`src/rtl/alu_pkg.sv`:
```
// Shared types for the pipelined adder/subtractor: operation encoding and ALU flag bundle.
package alu_pkg;

    localparam int ALU_WIDTH = 32;

    typedef enum logic {
        ADD = 1'b0,
        SUB = 1'b1
    } aluop_t;

    typedef struct packed {
        logic vldflg;
        logic cryflg;
        logic ngtflg;
        logic zroflg;
    } flags_t;

endpackage

```
`src/rtl/addsub_slice.sv`:
```
// One combinational carry-chain slice: a + (b ^ mode) + cin over SW bits.
module addsub_slice #(
    parameter int SW = 16
) (
    input  logic [SW-1:0] a,
    input  logic [SW-1:0] b,
    input  logic          mode,
    input  logic          cin,
    output logic [SW-1:0] s,
    output logic          cout,
    output logic          c_msb_in
);

    logic [SW-1:0] bx;

    always_comb begin
        bx          = b ^ {SW{mode}};
        {cout, s}   = {1'b0, a} + {1'b0, bx} + {{SW{1'b0}}, cin};
        // carry into the top bit recovered from the sum bit: s = a ^ bx ^ c
        c_msb_in    = s[SW-1] ^ a[SW-1] ^ bx[SW-1];
    end

endmodule

```
`src/rtl/addsub_pipe.sv`:
```
// Pipelined add/sub with elastic per-stage handshake; one carry slice per stage,
// operands skew forward, lower result bits accumulate, flags formed in the last stage.
module addsub_pipe
    import alu_pkg::*;
#(
    parameter int WIDTH  = ALU_WIDTH,
    parameter int STAGES = 2
) (
    input  logic             CLK,
    input  logic             nRST,
    input  logic             flush,
    input  logic             in_valid,
    output logic             in_ready,
    input  logic [WIDTH-1:0] a,
    input  logic [WIDTH-1:0] b,
    input  logic             mode,
    output logic             out_valid,
    input  logic             out_ready,
    output logic [WIDTH-1:0] result,
    output logic             vldflg,
    output logic             cryflg,
    output logic             ngtflg,
    output logic             zroflg
);

    localparam int SW = WIDTH / STAGES;

    logic [STAGES-1:0] vld_q, vld_d, en, up_vld;
    logic [STAGES:0]   adv;

    // adv[k]: stage k takes a new value this edge; adv[STAGES] is the consumer.
    always_comb begin
        adv         = '0;
        vld_d       = '0;
        en          = '0;
        up_vld      = STAGES'({vld_q, in_valid});
        adv[STAGES] = out_ready;
        for (int k = STAGES - 1; k >= 0; k--) begin
            adv[k] = !vld_q[k] || adv[k+1];
        end
        for (int k = 0; k < STAGES; k++) begin
            vld_d[k] = flush ? 1'b0 : (adv[k] ? up_vld[k] : vld_q[k]);
            en[k]    = adv[k] && up_vld[k] && !flush;
        end
    end

    assign in_ready  = adv[0];
    assign out_valid = vld_q[STAGES-1];

    always_ff @(posedge CLK or negedge nRST) begin
        if (!nRST) vld_q <= '0;
        else       vld_q <= vld_d;
    end

    for (genvar k = 0; k < STAGES; k++) begin : g_stg
        localparam int HI  = (k + 1) * SW;
        localparam int RIN = WIDTH - k * SW;

        logic [RIN-1:0] ua, ub;
        logic           um, uc;
        logic [SW-1:0]  ss;
        logic           scout, smsb;
        logic [HI-1:0]  sum_d, sum_q;

        if (k == 0) begin : g_src
            assign ua    = a;
            assign ub    = b;
            assign um    = mode;
            assign uc    = mode;
            assign sum_d = ss;
        end else begin : g_src
            assign ua    = g_stg[k-1].g_fwd.opa_q;
            assign ub    = g_stg[k-1].g_fwd.opb_q;
            assign um    = g_stg[k-1].g_fwd.mode_q;
            assign uc    = g_stg[k-1].g_fwd.cry_q;
            assign sum_d = {ss, g_stg[k-1].sum_q};
        end

        addsub_slice #(.SW(SW)) u_slice (
            .a        (ua[SW-1:0]),
            .b        (ub[SW-1:0]),
            .mode     (um),
            .cin      (uc),
            .s        (ss),
            .cout     (scout),
            .c_msb_in (smsb)
        );

        always_ff @(posedge CLK or negedge nRST) begin
            if (!nRST)      sum_q <= '0;
            else if (en[k]) sum_q <= sum_d;
        end

        if (k < STAGES - 1) begin : g_fwd
            localparam int REM = WIDTH - HI;

            logic [REM-1:0] opa_d, opa_q, opb_d, opb_q;
            aluop_t         mode_d, mode_q;
            logic           cry_d, cry_q;

            always_comb begin
                opa_d  = ua[RIN-1:SW];
                opb_d  = ub[RIN-1:SW];
                mode_d = aluop_t'(um);
                cry_d  = scout;
            end

            always_ff @(posedge CLK or negedge nRST) begin
                if (!nRST) begin
                    opa_q  <= '0;
                    opb_q  <= '0;
                    mode_q <= ADD;
                    cry_q  <= 1'b0;
                end else if (en[k]) begin
                    opa_q  <= opa_d;
                    opb_q  <= opb_d;
                    mode_q <= mode_d;
                    cry_q  <= cry_d;
                end
            end
        end else begin : g_fin
            flags_t flags_d, flags_q;

            // scout is c[WIDTH], smsb is c[WIDTH-1] of the full chain
            always_comb begin
                flags_d        = '0;
                flags_d.vldflg = scout ^ smsb;
                flags_d.cryflg = um ^ scout;
                flags_d.ngtflg = sum_d[WIDTH-1];
                flags_d.zroflg = ~|sum_d;
            end

            always_ff @(posedge CLK or negedge nRST) begin
                if (!nRST)      flags_q <= '0;
                else if (en[k]) flags_q <= flags_d;
            end

            assign result = sum_q;
            assign vldflg = flags_q.vldflg;
            assign cryflg = flags_q.cryflg;
            assign ngtflg = flags_q.ngtflg;
            assign zroflg = flags_q.zroflg;
        end
    end

endmodule
```
`config.mk`:
```
export PLATFORM = sky130hd
export DESIGN_NAME = addsub_pipe
export DESIGN_NICKNAME = d
export VERILOG_FILES = /design/src/rtl/alu_pkg.sv /design/src/rtl/addsub_slice.sv /design/src/rtl/addsub_pipe.sv
export SDC_FILE = /design/constraint.sdc
export NUM_CORES = 1
export LEC_CHECK = 0
export BUFFER_PORTS_ARGS = -buffer_cell sky130_fd_sc_hd__buf_2
export CAP_MARGIN = 20
export CORE_MARGIN = 2
export CORE_UTILIZATION = 45
export CTS_CLUSTER_SIZE = 24
export DETAILED_ROUTE_END_ITERATION = 7
export MAX_ROUTING_LAYER = met4
export PLACE_DENSITY = 0.67
export SETUP_SLACK_MARGIN = 0.05
export SLEW_MARGIN = 15
export SYNTH_ARGS = -nofsm -noshare
export SYNTH_HDL_FRONTEND = slang
export SYNTH_SLANG_ARGS = --single-unit
```
`constraint.sdc`:
```
create_clock -name CLK -period 5.82 [get_ports CLK]
set_input_delay 0 -clock CLK [delete_from_list [all_inputs] [get_ports CLK]]
set_output_delay 0 -clock CLK [all_outputs]
set_load 0.05 [all_outputs]
```
======== Word level (Yosys, flattened, before mapping) ========
Cells that the tools add are included.
cells by class
  bitwise logic cells ..................... 6
  reduce and logical (&&, ||, !) cells .... 13
  $add $sub $neg .......................... 4
  multiplexer cells ....................... 4
operator list
  kind                     number
  adder 16 x 16 -> 17 bit  2
  adder 17 x 1 -> 17 bit   2
  OR reduction 32 bit      1
  bitwise XOR 16 bit       2
  logical AND 1 bit        4
  zero test 1 bit          4
  two-way mux 1 bit        4
  nonzero test 2 bit       2
  bitwise XOR 1 bit        4
  logical OR 1 bit         2
storage, ports and cells
  bits in registers ....................... 88
  word-level logic and storage cells ...... 39
  input port bits ......................... 70
  output and inout bits ................... 38

======== Depth between registers and ports, before layout ========
Gate-level depths: netlist (run 1).
  depth in word-level cells ............... 6
  depth in mapped cells ................... 14
  gate-level depth less buffers ........... 12

======== By module ========
A second synthesis (run 1) with hierarchy kept.
unflattened totals
  cells, all modules ...................... 433
  area total of the unflattened synthesis .. 5277.6 um2
modules (own cells, without submodules)
  module                           area each (um2)  seq. area each (um2)  cells an instance  instances
  addsub_pipe                      3490.8           2177.1                206                1
  addsub_slice (g_stg[0].u_slice)  925.9            0.0                   115                1
  addsub_slice (g_stg[1].u_slice)  860.8            0.0                   112                1

======== Worst setup path before layout (run 1) ========
OpenSTA, ideal clock, no wires.
  kind .................................... reg2reg
  start point ............................. register g_stg[0].g_fwd.mode_q
  end point ............................... register g_stg[1].g_fin.flags_q (netlist bit zroflg)
  setup time .............................. 0.065 ns
  period minus slack after synthesis ...... 3.458 ns
  buffers on the path ..................... 2
  path slack .............................. 2.362 ns
  data required time ...................... 5.755 ns
  stages on the path, launching flop included .. 15
  data arrival time ....................... 3.393 ns
  cells stage by stage .................... dfrtp_1 -> clkbuf_1 -> clkbuf_1 -> xnor2_1 -> fa_1 -> inv_1 -> fa_1 -> nor4b_1 -> nand2_1 -> nor3_1 -> o2111ai_1 -> nor4b_1 -> nand4_1 -> nor4_1 -> a21o_1
on the way
  cells in the longest elaborated chain, start to end .. 5
RTL lines
  item                     line                RTL
  start, declared          addsub_pipe.sv:98   aluop_t mode_d, mode_q;
  start signal, assigned   addsub_pipe.sv:117  mode_q <= mode_d;
  bitwise XOR 16 bit       addsub_slice.sv:17  bx = b ^ {SW{mode}};
  adder 16 x 16 -> 17 bit  addsub_slice.sv:18  {cout, s} = {1'b0, a} + {1'b0, bx} + {{SW{1'b0}}, cin};
  adder 17 x 1 -> 17 bit   addsub_slice.sv:18
  net g_stg[1].ss[1]       addsub_pipe.sv:61   logic [SW-1:0] ss;
  OR reduction 32 bit      addsub_pipe.sv:130  flags_d.zroflg = ~|sum_d;
  zero test 1 bit          addsub_pipe.sv:130
  end signal, assigned     addsub_pipe.sv:135  else if (en[k]) flags_q <= flags_d;
  end, declared            addsub_pipe.sv:122  flags_t flags_d, flags_q;
The timed path passes the listed nets, and every way through them passes these cells.
A chain may end at the register's enable or synchronous reset.

======== Worst setup path in the final report (run 1) ========
Same ends and word-level chain as after synthesis.

==> results of run 1 <==
## per-layer routing
metal  up-vias  GRT usage, %  wire length, µm
met1      1855         26.36             5222
met3        14         4.842              483
li1       1989             -                -
met4         0         5.515              175
met5         -             -                0
met2        93         31.01             4945
## flip-flops by register name, summed over array words and instances, names as in the netlist
signal / flops
g_stg.g_fwd.cry_q: 1
zroflg: 1
g_stg.g_fwd.opb_q: 16
g_stg.sum_q: 16
cryflg: 1
result: 31
g_stg.g_fwd.opa_q: 16
ngtflg: 1
vldflg: 1
vld_q: 2
g_stg.g_fwd.mode_q: 1
## report_power, final
part           switching, W  internal (W)
clock network      0.000213      0.000191
logic              0.000812      0.000449
registers          0.000116      0.000762
total               0.00114       0.00140
## per-stage QoR
stage / instance area (µm²) / hold slack (ps)
3_5_place_dp: 5652 / -11.27
3_3_place_gp: 5652 / -16.79
6_report: 6225 / 62.32
4_1_cts: 6225 / 48.71
5_1_grt: 6225 / 49.81
2_1_floorplan: 4981 / -295.6
## final timing paths
check | to | start
hold reg to reg | result[4] | result[4]
min in group asynchronous | g_stg[0].g_fwd.opa_q[4] | nRST
max in group asynchronous | result[5] | nRST
setup reg to reg | zroflg | g_stg[0].g_fwd.mode_q
setup / recovery | zroflg | g_stg[0].g_fwd.mode_q
hold / removal | g_stg[0].g_fwd.cry_q | a[14]
## Yosys cell counts, types with 2 or more instances
| cell | number | area share, % |
|---|---|---|
| nand3_1 | 4 | 0.40 |
| a21o_1 | 8 | 1.2 |
| mux2_2 | 35 | 7.9 |
| or2_2 | 2 | 0.25 |
| o31ai_1 | 4 | 0.60 |
| a21oi_1 | 15 | 1.5 |
| o211ai_1 | 4 | 0.60 |
| inv_1 | 7 | 0.53 |
| nand4_1 | 5 | 0.63 |
| xor2_1 | 44 | 7.7 |
| and3_1 | 3 | 0.38 |
| buf_1 | 6 | 0.45 |
| nor2_1 | 16 | 1.2 |
| nand3b_1 | 4 | 0.60 |
| nand2_1 | 97 | 7.3 |
| and2_1 | 2 | 0.25 |
| ha_1 | 30 | 7.5 |
| a31o_2 | 3 | 0.53 |
| clkbuf_1 | 10 | 0.75 |
| o21a_1 | 4 | 0.60 |
| nor4b_1 | 2 | 0.35 |
| fa_1 | 3 | 1.2 |
| nor2b_1 | 2 | 0.25 |
| nand2b_1 | 2 | 0.25 |
| nor3_1 | 7 | 0.70 |
| xnor2_1 | 11 | 1.9 |
| buf_2 | 2 | 0.20 |
| o21ai_0 | 28 | 2.8 |
| o21ai_1 | 6 | 0.60 |
| a311oi_1 | 2 | 0.35 |
| o21ai_2 | 2 | 0.35 |
| nor4_1 | 4 | 0.50 |
| a31oi_1 | 6 | 0.75 |
| dfrtp_1 | 87 | 44 |
## cells by family after synthesis
group | synth area share (%)
mux | 7.913
fa+ha+maj | 8.742
buf+inv | 2.085
compound gates | 12.79
flops | 43.71
simple gates | 14.32
xor+xnor | 10.45
## timing repair
item | in CTS | in global routing
buffers inserted | 0 | 0
setup endpoints to repair | 0 | 0
resized for setup | 0 | 0
hold buffers | 38 | 0
hold endpoints to repair | 72 | 0
## worst max-delay path, delay by kind of cell (launching register included)
family / cells / cell delay (ps)
AO/OA/AOI/OAI: 2 / 270
adder cells (fa/ha/maj): 2 / 900
buffers and inverters: 1 / 100
flip-flops: 1 / 980
AND/OR/NAND/NOR: 6 / 1290
XOR/XNOR: 1 / 200
## cell type report
type	count	area, µm²
clock buffers	12	165.2
clock inverters	4	27.53
fillers	1006	4616
inverters	7	26.28
multi-input cells	375	2705
flip-flops and latches	87	2177
well taps	140	175.2
repair buffers	149	948.4
==> results.toml, run 1 <==
[run_status]
status = "complete, no violations"

[placement]
place.gp.congestion = 0.8639
dp_slack_ps = 2072
port_buffers = 107
dpl.cell_count = 720
hpwl_um = 8186

[critical_path]
worst_ep_arrival_time_ps = 4100
cp_data_required_time_ps = 6130
crit_type = "register to register"
r2r_cells = 12
crit_slowest_cell = "dfrtp_1"
cp_cell_sequence = "xnor2_1 > fa_1 > inv_1 > fa_1 > nor4b_1 > nand2_1 > nor3_1 > o2111ai_1 > nor4b_1 > nand4_1 > nor4_1 > a21o_1"
cp-end-kind = "register"
critPathMaxStageDelay_ps = 980
critPathMaxFanout = 18
crit_path_start_kind = "register"
reg2reg_setup_slack_ps = 2020

[job]
cap_violations = 0

[timing]
fin_ws_ps = 2024
grt_setup_unrepaired = "false"
tightest_slew_ps = 954.8
min_period_over_period_pct = 65.22
min_period_ps = 3796
finalSetupViolations = 0
hold_violations = 0
relSlewSlack_pct = 36.35
tns_ps = 0
max_freq_mhz = 263.4
finClkSkew_ps = 5.761
slew_violations = 0

[clocking]
h-tree-depth = 3
cts_tree = "yes"
ctsRootBufferMaster = "clkbuf_8"
cts_buffers = 9
clock_sinks = 87
cts_buffer_depth = 2
clk_pin_slew_ps = 80
clock_latency_ps = 360

[global_route]
grt_pass1_wl_um = 18130
antenna_found_initial = 0
grt_pass1_vias = 3972
grt_max_degree = 68
grtUsageTotal_pct = 20.02
grt_overflow = 0

[cells_and_area]
final_cell_count_no_fill = 774
finalCoreUtilization_pct = 57.42
drive_above_1_share_pct = 28.55
layout_commonest_cell = "buf_2"
area_growth_pct = 24.97
num_antenna_cells = 0
final_nets = 732
final_cell_mix = "buf_2, nand2_1, dfrtp_1, xor2_1, dlygate4sd3_1"

[power_and_ir_drop]
power_density_nw_per_um2 = 408.5
report.power.total_w = 0.002543
peakVddDrop_mv = 0.2565
leakage_nw = 3.037

[detailed_routing]
vias = 3951
drt-pass1-iter-count = 4
detail-route-antenna-nets = 0
drt-total-wl_um = 10830
viasPerCell = 5.105
wl_per_cell_um = 13.99
drt-initial-drc-count = 162
drc = 0

[worst_hold_path]
hold_class = "input pin to register"
hold_depth = 3

[synth]
synthFlopType = "dfrtp_1"
synth_edf_count = 0
synth.distinct_cells = 55
synthArstFlopShare_pct = 100.0
syn_avg_cell_area_um2 = 10.21
ys_ff_latch = 87
synthCells = 488
synth_fp_nets = 591
netlist_area_um2 = 4981
yosysWarnings = 0
yosysSeqAreaShare_pct = 43.71

[die]
initial_core_util_pct = 45.95
die_area_um2 = 11930
row_count = 38
die_w_um = 109.2
fp.dieH_um = 109.2
core_um2 = 10840
io-pin-count = 108
Power figures use the tool's default switching activity.
==> run 2: changes to the inputs <==
- PLACE_DENSITY: 0.67 -> 0.7
- clock period: 5.82 -> 3.1 ns (I/O delays scaled with it)
==> run 2 against run 1 <==
- hold slack got worse by 35 ps
- routed wire length increased by 2.8%
- core utilization increased by 0.69 points
- final cell count increased by 0.26%
- worst setup slack got worse by 1900 ps
- die area unchanged
- critical path depth unchanged
- sequential power increased by 87%
- register-to-register slack got worse by 1900 ps
- clock skew increased by 3.6 ps
- critical endpoint unchanged
- largest cell class unchanged
- highest routed layer unchanged
==> results.toml, run 2 (same netlist as run 1, synthesis figures left out) <==
[run_status]
status = "complete, no violations"

[worst_hold_path]
min_to = "vld_q[0]"
hold_class = "input pin to register"
hold_depth = 4
worstHoldStart = "out_ready"

[cells_and_area]
fillers = 940
drive_above_1_share_pct = 30.03
num_antenna_cells = 0
final_cell_count_no_fill = 776
largest_reg_flops = 31
final_cell_mix = "buf_2, nand2_1, dfrtp_1, xor2_1, dlygate4sd3_1"
layout_commonest_cell = "buf_2"
area_growth_pct = 26.48
final_nets = 735

[detailed_routing]
drt-total-wl_um = 11140
viasPerCell = 5.161
detail-route-antenna-nets = 0
drc = 0
drt-initial-drc-count = 192
vias = 4005
wl_per_cell_um = 14.35
drt-pass1-iter-count = 5

[power_and_ir_drop]
peakVddDrop_mv = 0.4555
power_density_nw_per_um2 = 775.2
p_clk_share_pct = 15.4
report.power.total_w = 0.004883
p_sw_share_pct = 44.90
p_sw_w = 0.002193
p_seq_share_pct = 33.6
p_int_w = 0.002691
leakage_nw = 3.050
p_comb_share_pct = 51.0

[timing]
grt_setup_unrepaired = "true"
fin_ws_ps = 152.3
relSlewSlack_pct = 49.19
slew_violations = 0
min_period_over_period_pct = 95.09
tightest_slew_ps = 762.1
min_period_ps = 2948
hold_violations = 0
finClkSkew_ps = 9.323
finalSetupViolations = 0
max_freq_mhz = 339.2
tns_ps = 0

[critical_path]
cp_data_required_time_ps = 3410
crit_start = "g_stg[0].g_fwd.mode_q"
r2r_end = "zroflg"
cp-end-kind = "register"
r2r-start = "g_stg[0].g_fwd.mode_q"
crit_type = "register to register"
r2r_cells = 12
critPathMaxFanout = 3
worst_ep_arrival_time_ps = 3260
reg2reg_setup_slack_ps = 150
crit_path_start_kind = "register"

[placement]
port_buffers = 107
place.gp.congestion = 0.9241
dp_slack_ps = 28.93
hpwl_um = 8234
dpl.cell_count = 722

[die]
die_area_um2 = 11930
fp.dieH_um = 109.2
core_um2 = 10840
initial_core_util_pct = 45.95
die_w_um = 109.2
io-pin-count = 108
row_count = 38

[clocking]
cts_buffer_depth = 2
clock_latency_ps = 370
clk_pin_slew_ps = 90
h-tree-depth = 3
cts_buffers = 9
ctsRootBufferMaster = "clkbuf_8"
cts_tree = "yes"
clock_sinks = 87

[global_route]
grt_pass1_vias = 3931
grt_overflow = 0
grt_pass1_wl_um = 18230
antenna_found_initial = 0
grt_max_degree = 88
grtUsageTotal_pct = 20.23

[job]
cap_violations = 0
==> run 2: cell count changes in the layout (fill, tap and decap cells not counted), sizes merged <==
cell,before,now
clkinvlp,0,1
bufinv,0,1
inv,8,7
clkinv,3,2
clkbuf,12,11
buf,111,114
==> run 2: worst max-delay path, cell delays in order (launching register included) <==
cell and delay (ps):
dfrtp_1 430, xnor2_2 160, fa_2 380, inv_2 80, fa_2 450, nor4b_2 210, nand2_1 90, nor3_2 180
o2111ai_1 130, nor4b_2 320, nand4_1 160, nor4_2 190, a21o_1 120
==> run 2: metal layers <==
metal | global-route usage [%] | routed length (µm)
met4 | 8.047 | 222
met3 | 3.347 | 453
met5 | - | 0
met2 | 30.57 | 5121
met1 | 27.25 | 5339
==> run 2: what timing repair did <==
action / 4_1_cts / 5_1_grt
endpoints found under the setup margin: 1 / 2
hold buffers: 38 / 0
pin swaps: 0 / 3
endpoints found under the hold margin: 122 / 0
gates resized for setup: 1 / 10
setup buffers: 0 / 1
==> run 2: layout make-up <==
| class | count | area [µm²] | share of cell area (%) |
|---|---|---|---|
| tap | 140 | 175.2 | 2.781 |
| multi-input combinational | 375 | 2764 | 43.87 |
| sequential | 87 | 2177 | 34.56 |
| clock inverter | 4 | 47.55 | 0.7547 |
| timing repair buffer | 152 | 978.4 | 15.53 |
| inverter | 7 | 26.28 | 0.4171 |
| clock buffer | 11 | 131.4 | 2.085 |
==> run 2: how the worst max path moves through the flow <==
stage | end | slack, ps | cells past startpoint
6_report | zroflg | 150 | 12
4_1_cts | zroflg | 80 | 12
3_5_place_dp | zroflg | 30 | 12
3_3_place_gp | zroflg | 230 | 12
5_1_grt | zroflg | -30 | 12
2_1_floorplan | zroflg | 60 | 14
==> run 2: metrics by stage <==
stage	instance area (µm²)	utilization (%)	hold slack, ps
floorplan	4995	-	-295.6
global placement	5669	52.30	217.7
detailed placement	5669	52.30	228.7
CTS	6235	57.51	14.65
global route	6300	58.11	72.76
finish	6300	58.11	27.51
==> run 2: power by group through the flow <==
stage	sequential, W	combinational [W]	clock (W)
2_1_floorplan	0.00221	0.00125	0
3_3_place_gp	0.00165	0.00232	0
3_5_place_dp	0.00166	0.00237	0
4_1_cts	0.00164	0.00242	0.000780
5_1_grt	0.00167	0.00271	0.000821
6_report	0.00164	0.00249	0.000753
